<file path="src/rtl/pipe_pkg.sv">
// Shared definitions for the pipeline stage registers: occupancy states,
// per-stage payload widths and the M/W payload field layout.
package pipe_pkg;

    typedef enum logic [1:0] {
        ST_EMPTY = 2'd0,
        ST_ONE   = 2'd1,
        ST_TWO   = 2'd2
    } pipe_state_t;

    localparam int W_FD = 64;
    localparam int W_DE = 133;
    localparam int W_EM = 133;
    localparam int W_MW = 133;

    // M/W packing, MSB first: instr | alu_out | dm_data | write_reg | pc4
    localparam int MW_PC4_LSB   = 0;
    localparam int MW_WREG_LSB  = 32;
    localparam int MW_DM_LSB    = 37;
    localparam int MW_ALU_LSB   = 69;
    localparam int MW_INSTR_LSB = 101;

    function automatic logic [W_MW-1:0] mw_pack(
        input logic [31:0] instr,
        input logic [31:0] alu_out,
        input logic [31:0] dm_data,
        input logic [4:0]  write_reg,
        input logic [31:0] pc4
    );
        return {instr, alu_out, dm_data, write_reg, pc4};
    endfunction

endpackage

</file>
<file path="src/rtl/pipe_data_reg.sv">
// W-bit payload register with load enable; reset and clear both return it
// to the NOP payload so an empty slot always reads as a bubble.
module pipe_data_reg #(
    parameter int             W         = 133,
    parameter logic [W-1:0]   NOP_VALUE = {W{1'b0}}
) (
    input  logic         clk,
    input  logic         reset,
    input  logic         clear,
    input  logic         load,
    input  logic [W-1:0] d,
    output logic [W-1:0] q
);

    logic [W-1:0] data_reg;

    always_ff @(posedge clk) begin
        if (reset || clear) begin
            data_reg <= NOP_VALUE;
        end else if (load) begin
            data_reg <= d;
        end
    end

    assign q = data_reg;

endmodule

</file>
<file path="src/rtl/pipe_stage_skid.sv">
// Valid/ready pipeline stage register with optional 2-entry skid buffer,
// synchronous flush and NOP bubble payload whenever the stage is empty.
module pipe_stage_skid
    import pipe_pkg::*;
#(
    parameter int           W         = 133,
    parameter logic [W-1:0] NOP_VALUE = {W{1'b0}},
    parameter int           SKID      = 1
) (
    input  logic         clk,
    input  logic         reset,
    input  logic         flush,
    input  logic         in_valid,
    output logic         in_ready,
    input  logic [W-1:0] in_data,
    output logic         out_valid,
    input  logic         out_ready,
    output logic [W-1:0] out_data,
    output logic [1:0]   occupancy
);

    pipe_state_t  state_reg, state_next;
    logic         in_fire, out_fire;
    logic         main_load, main_clear, main_from_skid;
    logic         skid_load, skid_clear;
    logic [W-1:0] main_d, main_q, skid_q;

    assign out_valid = (state_reg != ST_EMPTY);
    assign in_fire   = in_valid & in_ready;
    assign out_fire  = out_valid & out_ready;
    assign occupancy = state_reg;
    assign out_data  = main_q;
    assign main_d    = main_from_skid ? skid_q : in_data;

    always_ff @(posedge clk) begin
        if (reset) begin
            state_reg <= ST_EMPTY;
        end else begin
            state_reg <= state_next;
        end
    end

    always_comb begin
        state_next     = state_reg;
        main_load      = 1'b0;
        main_clear     = 1'b0;
        main_from_skid = 1'b0;
        skid_load      = 1'b0;
        skid_clear     = 1'b0;
        if (flush) begin
            state_next = ST_EMPTY;
            main_clear = 1'b1;
            skid_clear = 1'b1;
        end else begin
            case (state_reg)
                ST_EMPTY: begin
                    if (in_fire) begin
                        state_next = ST_ONE;
                        main_load  = 1'b1;
                    end
                end
                ST_ONE: begin
                    if (in_fire && out_fire) begin
                        main_load = 1'b1;
                    end else if (in_fire) begin
                        // Only reachable with the skid slot present.
                        if (SKID != 0) begin
                            state_next = ST_TWO;
                            skid_load  = 1'b1;
                        end
                    end else if (out_fire) begin
                        state_next = ST_EMPTY;
                        main_clear = 1'b1;
                    end
                end
                ST_TWO: begin
                    if (out_fire) begin
                        state_next     = ST_ONE;
                        main_load      = 1'b1;
                        main_from_skid = 1'b1;
                        skid_clear     = 1'b1;
                    end
                end
                default: begin
                    state_next = ST_EMPTY;
                    main_clear = 1'b1;
                    skid_clear = 1'b1;
                end
            endcase
        end
    end

    pipe_data_reg #(
        .W         (W),
        .NOP_VALUE (NOP_VALUE)
    ) u_main_reg (
        .clk   (clk),
        .reset (reset),
        .clear (main_clear),
        .load  (main_load),
        .d     (main_d),
        .q     (main_q)
    );

    generate
        if (SKID != 0) begin : g_skid
            logic in_ready_reg;

            // Registered ready breaks the combinational path from out_ready.
            always_ff @(posedge clk) begin
                if (reset) begin
                    in_ready_reg <= 1'b1;
                end else begin
                    in_ready_reg <= (state_next != ST_TWO);
                end
            end

            assign in_ready = in_ready_reg;

            pipe_data_reg #(
                .W         (W),
                .NOP_VALUE (NOP_VALUE)
            ) u_skid_reg (
                .clk   (clk),
                .reset (reset),
                .clear (skid_clear),
                .load  (skid_load),
                .d     (in_data),
                .q     (skid_q)
            );
        end else begin : g_no_skid
            logic unused_skid_ctrl;

            assign unused_skid_ctrl = skid_load | skid_clear;
            assign in_ready         = ~out_valid | out_ready;
            assign skid_q           = NOP_VALUE;
        end
    endgenerate

endmodule

</file>
<file path="config.mk">
export PLATFORM = sky130hd
export DESIGN_NAME = pipe_stage_skid
export DESIGN_NICKNAME = d
export VERILOG_FILES = /design/src/rtl/pipe_pkg.sv /design/src/rtl/pipe_data_reg.sv /design/src/rtl/pipe_stage_skid.sv
export SDC_FILE = /design/constraint.sdc
export NUM_CORES = 1
export LEC_CHECK = 0
export BUFFER_PORTS_ARGS = -buffer_cell sky130_fd_sc_hd__buf_2
export CAP_MARGIN = 0
export CELL_PAD_IN_SITES_DETAIL_PLACEMENT = 0
export CELL_PAD_IN_SITES_GLOBAL_PLACEMENT = 1
export CORE_MARGIN = 5
export CORE_UTILIZATION = 42
export CTS_CLUSTER_DIAMETER = 80
export DETAILED_ROUTE_END_ITERATION = 16
export PLACE_DENSITY = 0.81
export SYNTH_ARGS = -nofsm -noshare
export SYNTH_HDL_FRONTEND = slang
export SYNTH_HIERARCHICAL = 1
export SYNTH_SLANG_ARGS = --single-unit
</file>
<file path="constraint.sdc">
create_clock -name clk -period 2.2 [get_ports clk]
set_input_delay 0.22 -clock clk [delete_from_list [all_inputs] [get_ports clk]]
set_output_delay 0.22 -clock clk [all_outputs]
set_load 0.005 [all_outputs]
</file>
Word level (Yosys, flattened, before mapping)
Cells that the tools add are included.
{"block": "totals", "register_bits": 269, "in_bits": 138, "out_inout_bits": 137}
{"block": "op_classes", "eq_ne": 3, "mux": 24, "bitwise_logic": 2, "n_reduce_logical": 7}
{"cell": "$mux W133", "count": 1}
{"cell": "$mux W1", "count": 13}
{"cell": "$mux W2", "count": 6}
{"cell": "$pmux W2 S3", "count": 1}
{"cell": "$pmux W1 S2", "count": 2}
{"cell": "$reduce_or A2 Y1", "count": 2}
{"cell": "$pmux W1 S3", "count": 1}
{"cell": "$and A1 B1 Y1", "count": 2}
{"cell": "$eq A2 B1 Y1 const B", "count": 1}
{"cell": "$eq A2 B2 Y1 const B", "count": 1}
{"cell": "$logic_not A2 Y1", "count": 1}
{"cell": "$logic_or A1 B1 Y1", "count": 2}
{"cell": "$ne A2 B2 Y1 const B", "count": 1}
{"cell": "$reduce_bool A2 Y1", "count": 1}
{"cell": "$logic_and A1 B1 Y1", "count": 1}

Logic depth before layout (Yosys ltp)
{"block": "depth", "depth_word": 8, "ltp_mapped": 8}

Modules after synthesis
The synthesis kept the hierarchy.
{"module": "pipe_data_reg", "instances": 2, "cells_per_inst": 430, "area_per_inst_um2": 4748.3, "seq_area_each_um2": 2662.6}
{"module": "pipe_stage_skid", "instances": 1, "cells_per_inst": 170, "area_per_inst_um2": 2182.1, "seq_area_each_um2": 60.1}

Worst setup path after synthesis
OpenSTA, ideal clock, no wires.
{"block": "synth_path", "kind": "flip-flop to flip-flop", "startpoint": "register state_reg[0], in the netlist occupancy[0]", "endpoint": "register u_main_reg.data_reg[100], in the netlist u_main_reg/q[100]", "setup_time_ps": 114, "t_arrival_ps": 1612, "required_ps": 2086, "path_slack_ps": 474, "stages_incl_launch_ff": 9, "path_cell_list": "dfxtp_1 -> nor2b_1 -> or3_1 -> a21oi_1 -> buf_2 -> buf_6 -> buf_6 -> mux2i_1 -> nor2_1"}
{"element": "from (decl)", "line": "pipe_stage_skid.sv:22", "rtl": "pipe_state_t state_reg, state_next;"}
{"element": "from (signal assigned)", "line": "pipe_stage_skid.sv:39", "rtl": "state_reg <= state_next;"}
{"element": "$reduce_bool A2 Y1", "line": "pipe_stage_skid.sv:28", "rtl": "assign out_valid = (state_reg != ST_EMPTY);"}
{"element": "$and A1 B1 Y1", "line": "pipe_stage_skid.sv:30", "rtl": "assign out_fire = out_valid & out_ready;"}
{"element": "$logic_and A1 B1 Y1", "line": "pipe_stage_skid.sv:63", "rtl": "if (in_fire && out_fire) begin"}
{"element": "$mux W1", "line": "pipe_stage_skid.sv:63"}
{"element": "$pmux W1 S3 *", "line": "pipe_stage_skid.sv:55", "rtl": "case (state_reg)"}
{"element": "$mux W1 *", "line": "pipe_stage_skid.sv:50", "rtl": "if (flush) begin"}
{"element": "net main_load", "line": "pipe_stage_skid.sv:24", "rtl": "logic main_load, main_clear, main_from_skid;"}
{"element": "to (signal assigned)", "line": "pipe_data_reg.sv:19", "rtl": "data_reg <= NOP_VALUE;"}
{"element": "to (signal assigned)", "line": "pipe_data_reg.sv:21", "rtl": "data_reg <= d;"}
{"element": "to (decl)", "line": "pipe_data_reg.sv:15", "rtl": "logic [W-1:0] data_reg;"}
Mark *: on every way through the listed nets, which the timed path passes. The rest lies on a longest branch.
A chain may end at the register's enable or synchronous reset.

Worst setup path in the final report
{"block": "layout_path", "startpoint": "register state_reg[0], in the netlist occupancy[0]", "endpoint": "register u_main_reg.data_reg[126], in the netlist u_main_reg/q[126]"}
The elaborated chain is that of the path after synthesis.

==> results.yml <==
cts:
  cts-resized-gates: 0
  htree_levels: 1
  cts_root_buffer: "clkbuf_16"
  path_clk_slew_ns: 0.06
  clkSinkCount: 269
  clock_path_buffers: 3
  insertion_delay_ns: 0.53
  postCtsSetupRepairBufs: 0
  cts_tree: "yes"
  cts_buffers: 29
critical_path:
  crit_chain: "nor2b_1 -> or3_1 -> a21oi_4 -> buf_12 -> buf_12 -> mux2i_1 -> nor2_1"
  cp-end-kind: "flip-flop"
  critPathRequiredTime_ns: 2.58
  worst-path-buf-inv: 2
  arrival_ns: 2.43
  critPathKind: "reg -> reg"
  path_delay_family: "simple AND/OR/NAND/NOR gates"
  slowest_stage: "dfxtp_1"
  path_max_fanout: 25
  start_kind: "flip-flop"
  cp_common_cell: "buf_12"
  max_stage_delay_ns: 0.37
global_routing:
  grt_pass1_vias: 8875
  gr-usage-all-layers_pct: 17.4
  antenna_found_initial: 1
  grt_max_degree: 70
  grt_overflow_total: 0
  grt_first_pass_wirelength_um: 45500
drt:
  vias_per_cell: 4.68
  first_pass_iters: 4
  drc: 0
  wl_per_cell_um: 15.4
  top_layer_used: "met4"
  wl_met1_um: 13000
  dr_wl_met2_um: 12700
  drt-initial-drc-count: 427
  wl_met3_um: 2040
  ant_nets: 0
  vias: 8568
  drt_wl_total_um: 28300
timing:
  hold_viol: 0
  relSlewSlack_pct: 46.0
  fin_hold_ws_ns: 0.0344
  period_needed_ns: 2.05
  setup_tns_ns: 0
  rsz0062_at_grt: "false"
  fin_skew_ns: 0.0112
  worst_pin_slew_ns: 0.810
  layout_setup_ws_ns: 0.149
  period_share_pct: 93.2
  fmax_mhz: 487
  setup_viol: 0
  slew_violations: 0
synth:
  yosysUniqueCellTypes: 27
  synth-edff-count: 0
  ys_top_cells_by_count: "dfxtp_1, nor2_1, mux2i_1, mux2_4, mux2_2"
  synth_flop_cell: "dfxtp_1"
  yosysTopAreaCellShare_pct: 46.1
  yosys-mux-area-fraction_pct: 37.9
  synth_fa_ha_area_share_pct: 0
  yosysMostFrequentCell: "dfxtp_1"
  syn-num-nets: 1168
  synth_seq_area_share_pct: 46.1
  synth_top_area_cell: "dfxtp_1"
  synth_top_family_by_area: "multiplexers"
  synth-compound-area-share_pct: 0.386
  synth_area_um2: 11700
  synthCells: 1030
  yosys.area_share.simple_pct: 9.50
  avgSynthCellArea_um2: 11.3
  yosysWarnings: 6
  synth-xor-area-share_pct: 0.0750
  synth_top_cells_by_area: "dfxtp_1, mux2i_1, mux2_4"
  synth.ff_latch_count: 269
  async_flop_share_pct: 0
floorplan:
  die-width_um: 177
  fp.dieH_um: 177
  rows: 61
  start_util_pct: 42.3
  core_area_um2: 27600
  pin_count: 275
  die_area_um2: 31200
placed_design:
  place_congestion: 0.758
  port_buffers: 274
  pre_cts_ws_ns: 0.174
  hpwlAfterDp_um: 18100
  numPlacedInstances: 1642
  placedInstanceArea_um2: 13300
power:
  p_leak_nw: 6.42
  totalPowerFinal_mw: 10.9
  p_per_area_nw_per_um2: 699
  max-vdd-ir-drop_uv: 465
finish:
  post-route-cell-area_um2: 15700
  final-instance-count-excl-fill: 1830
  final_util_pct: 56.7
  nets: 1567
  drive_gt1_share_pct: 34.2
  syn2layout_area_growth_pct: 34.0
  fill_cells: 2393
worst_hold_path:
  hold_path.class: "in -> reg"
run:
  max-cap-violations: 0
outcome:
  status: "finished clean"
kinds of logic after synthesis:
kind of cell	count (synthesis)
multiplexers	399
AND/OR/NAND/NOR	280
AO/OA/AOI/OAI	6
XOR/XNOR	1
flip-flops	269
buffers and inverters	75
layout make-up:
type	count	area (um2)	share of cell area (%)
clock inverters	11	130	0.831
diodes	1	2.50	0.0160
repair buffers	442	3210	20.5
well taps	378	473	3.02
flip-flops and latches	269	5390	34.4
multi-input cells	686	5610	35.8
inverters	1	3.75	0.0240
clock buffers	42	845	5.40
metal layers:
metal / GRT usage, % / vias to the layer above
met5: 0 / -
met4: 3.71 / 0
met3: 4.85 / 39
met2: 29.1 / 238
met1: 22.7 / 3999
li1: - / 4292
final timing paths:
kind / start / to / slack, ns / depth (start not counted)
worst min-delay path: out_ready / in_ready$_SDFF_PP1_ / 0.03 / 2
worst max-delay path: occupancy[0]$_SDFF_PP0_ / u_main_reg/q[126]$_SDFFE_PP0P_ / 0.15 / 7
worst min register to register: g_skid.u_skid_reg/q[59]$_SDFFE_PP0P_ / g_skid.u_skid_reg/q[59]$_SDFFE_PP0P_ / 0.49 / 2
worst max register to register: occupancy[0]$_SDFF_PP0_ / u_main_reg/q[126]$_SDFFE_PP0P_ / 0.15 / 7
layout by cell type (no fill, tap or decap), types with 3 or more instances in the layout:
cell type	count
clkbuf_8	7
nor2_1	267
dfxtp_1	269
mux2_2	63
dlygate4sd3_1	134
mux2_4	70
buf_2	274
clkinv_2	8
clkbuf_16	29
clkbuf_1	6
buf_12	19
bufinv_16	3
buf_4	15
mux2i_1	266
where the power goes:
group | internal (mW) | switching [mW]
sequential | 4.94 | 0.0375
clock | 3.00 | 1.93
combinational | 0.601 | 0.435
total | 8.53 | 2.41
timing repair:
action                                  4_1_cts  5_1_grt
endpoints found under the setup margin        0        0
hold buffers                                134        0
endpoints found under the hold margin       135        0
No activity file was read; power rests on OpenSTA's default activity.
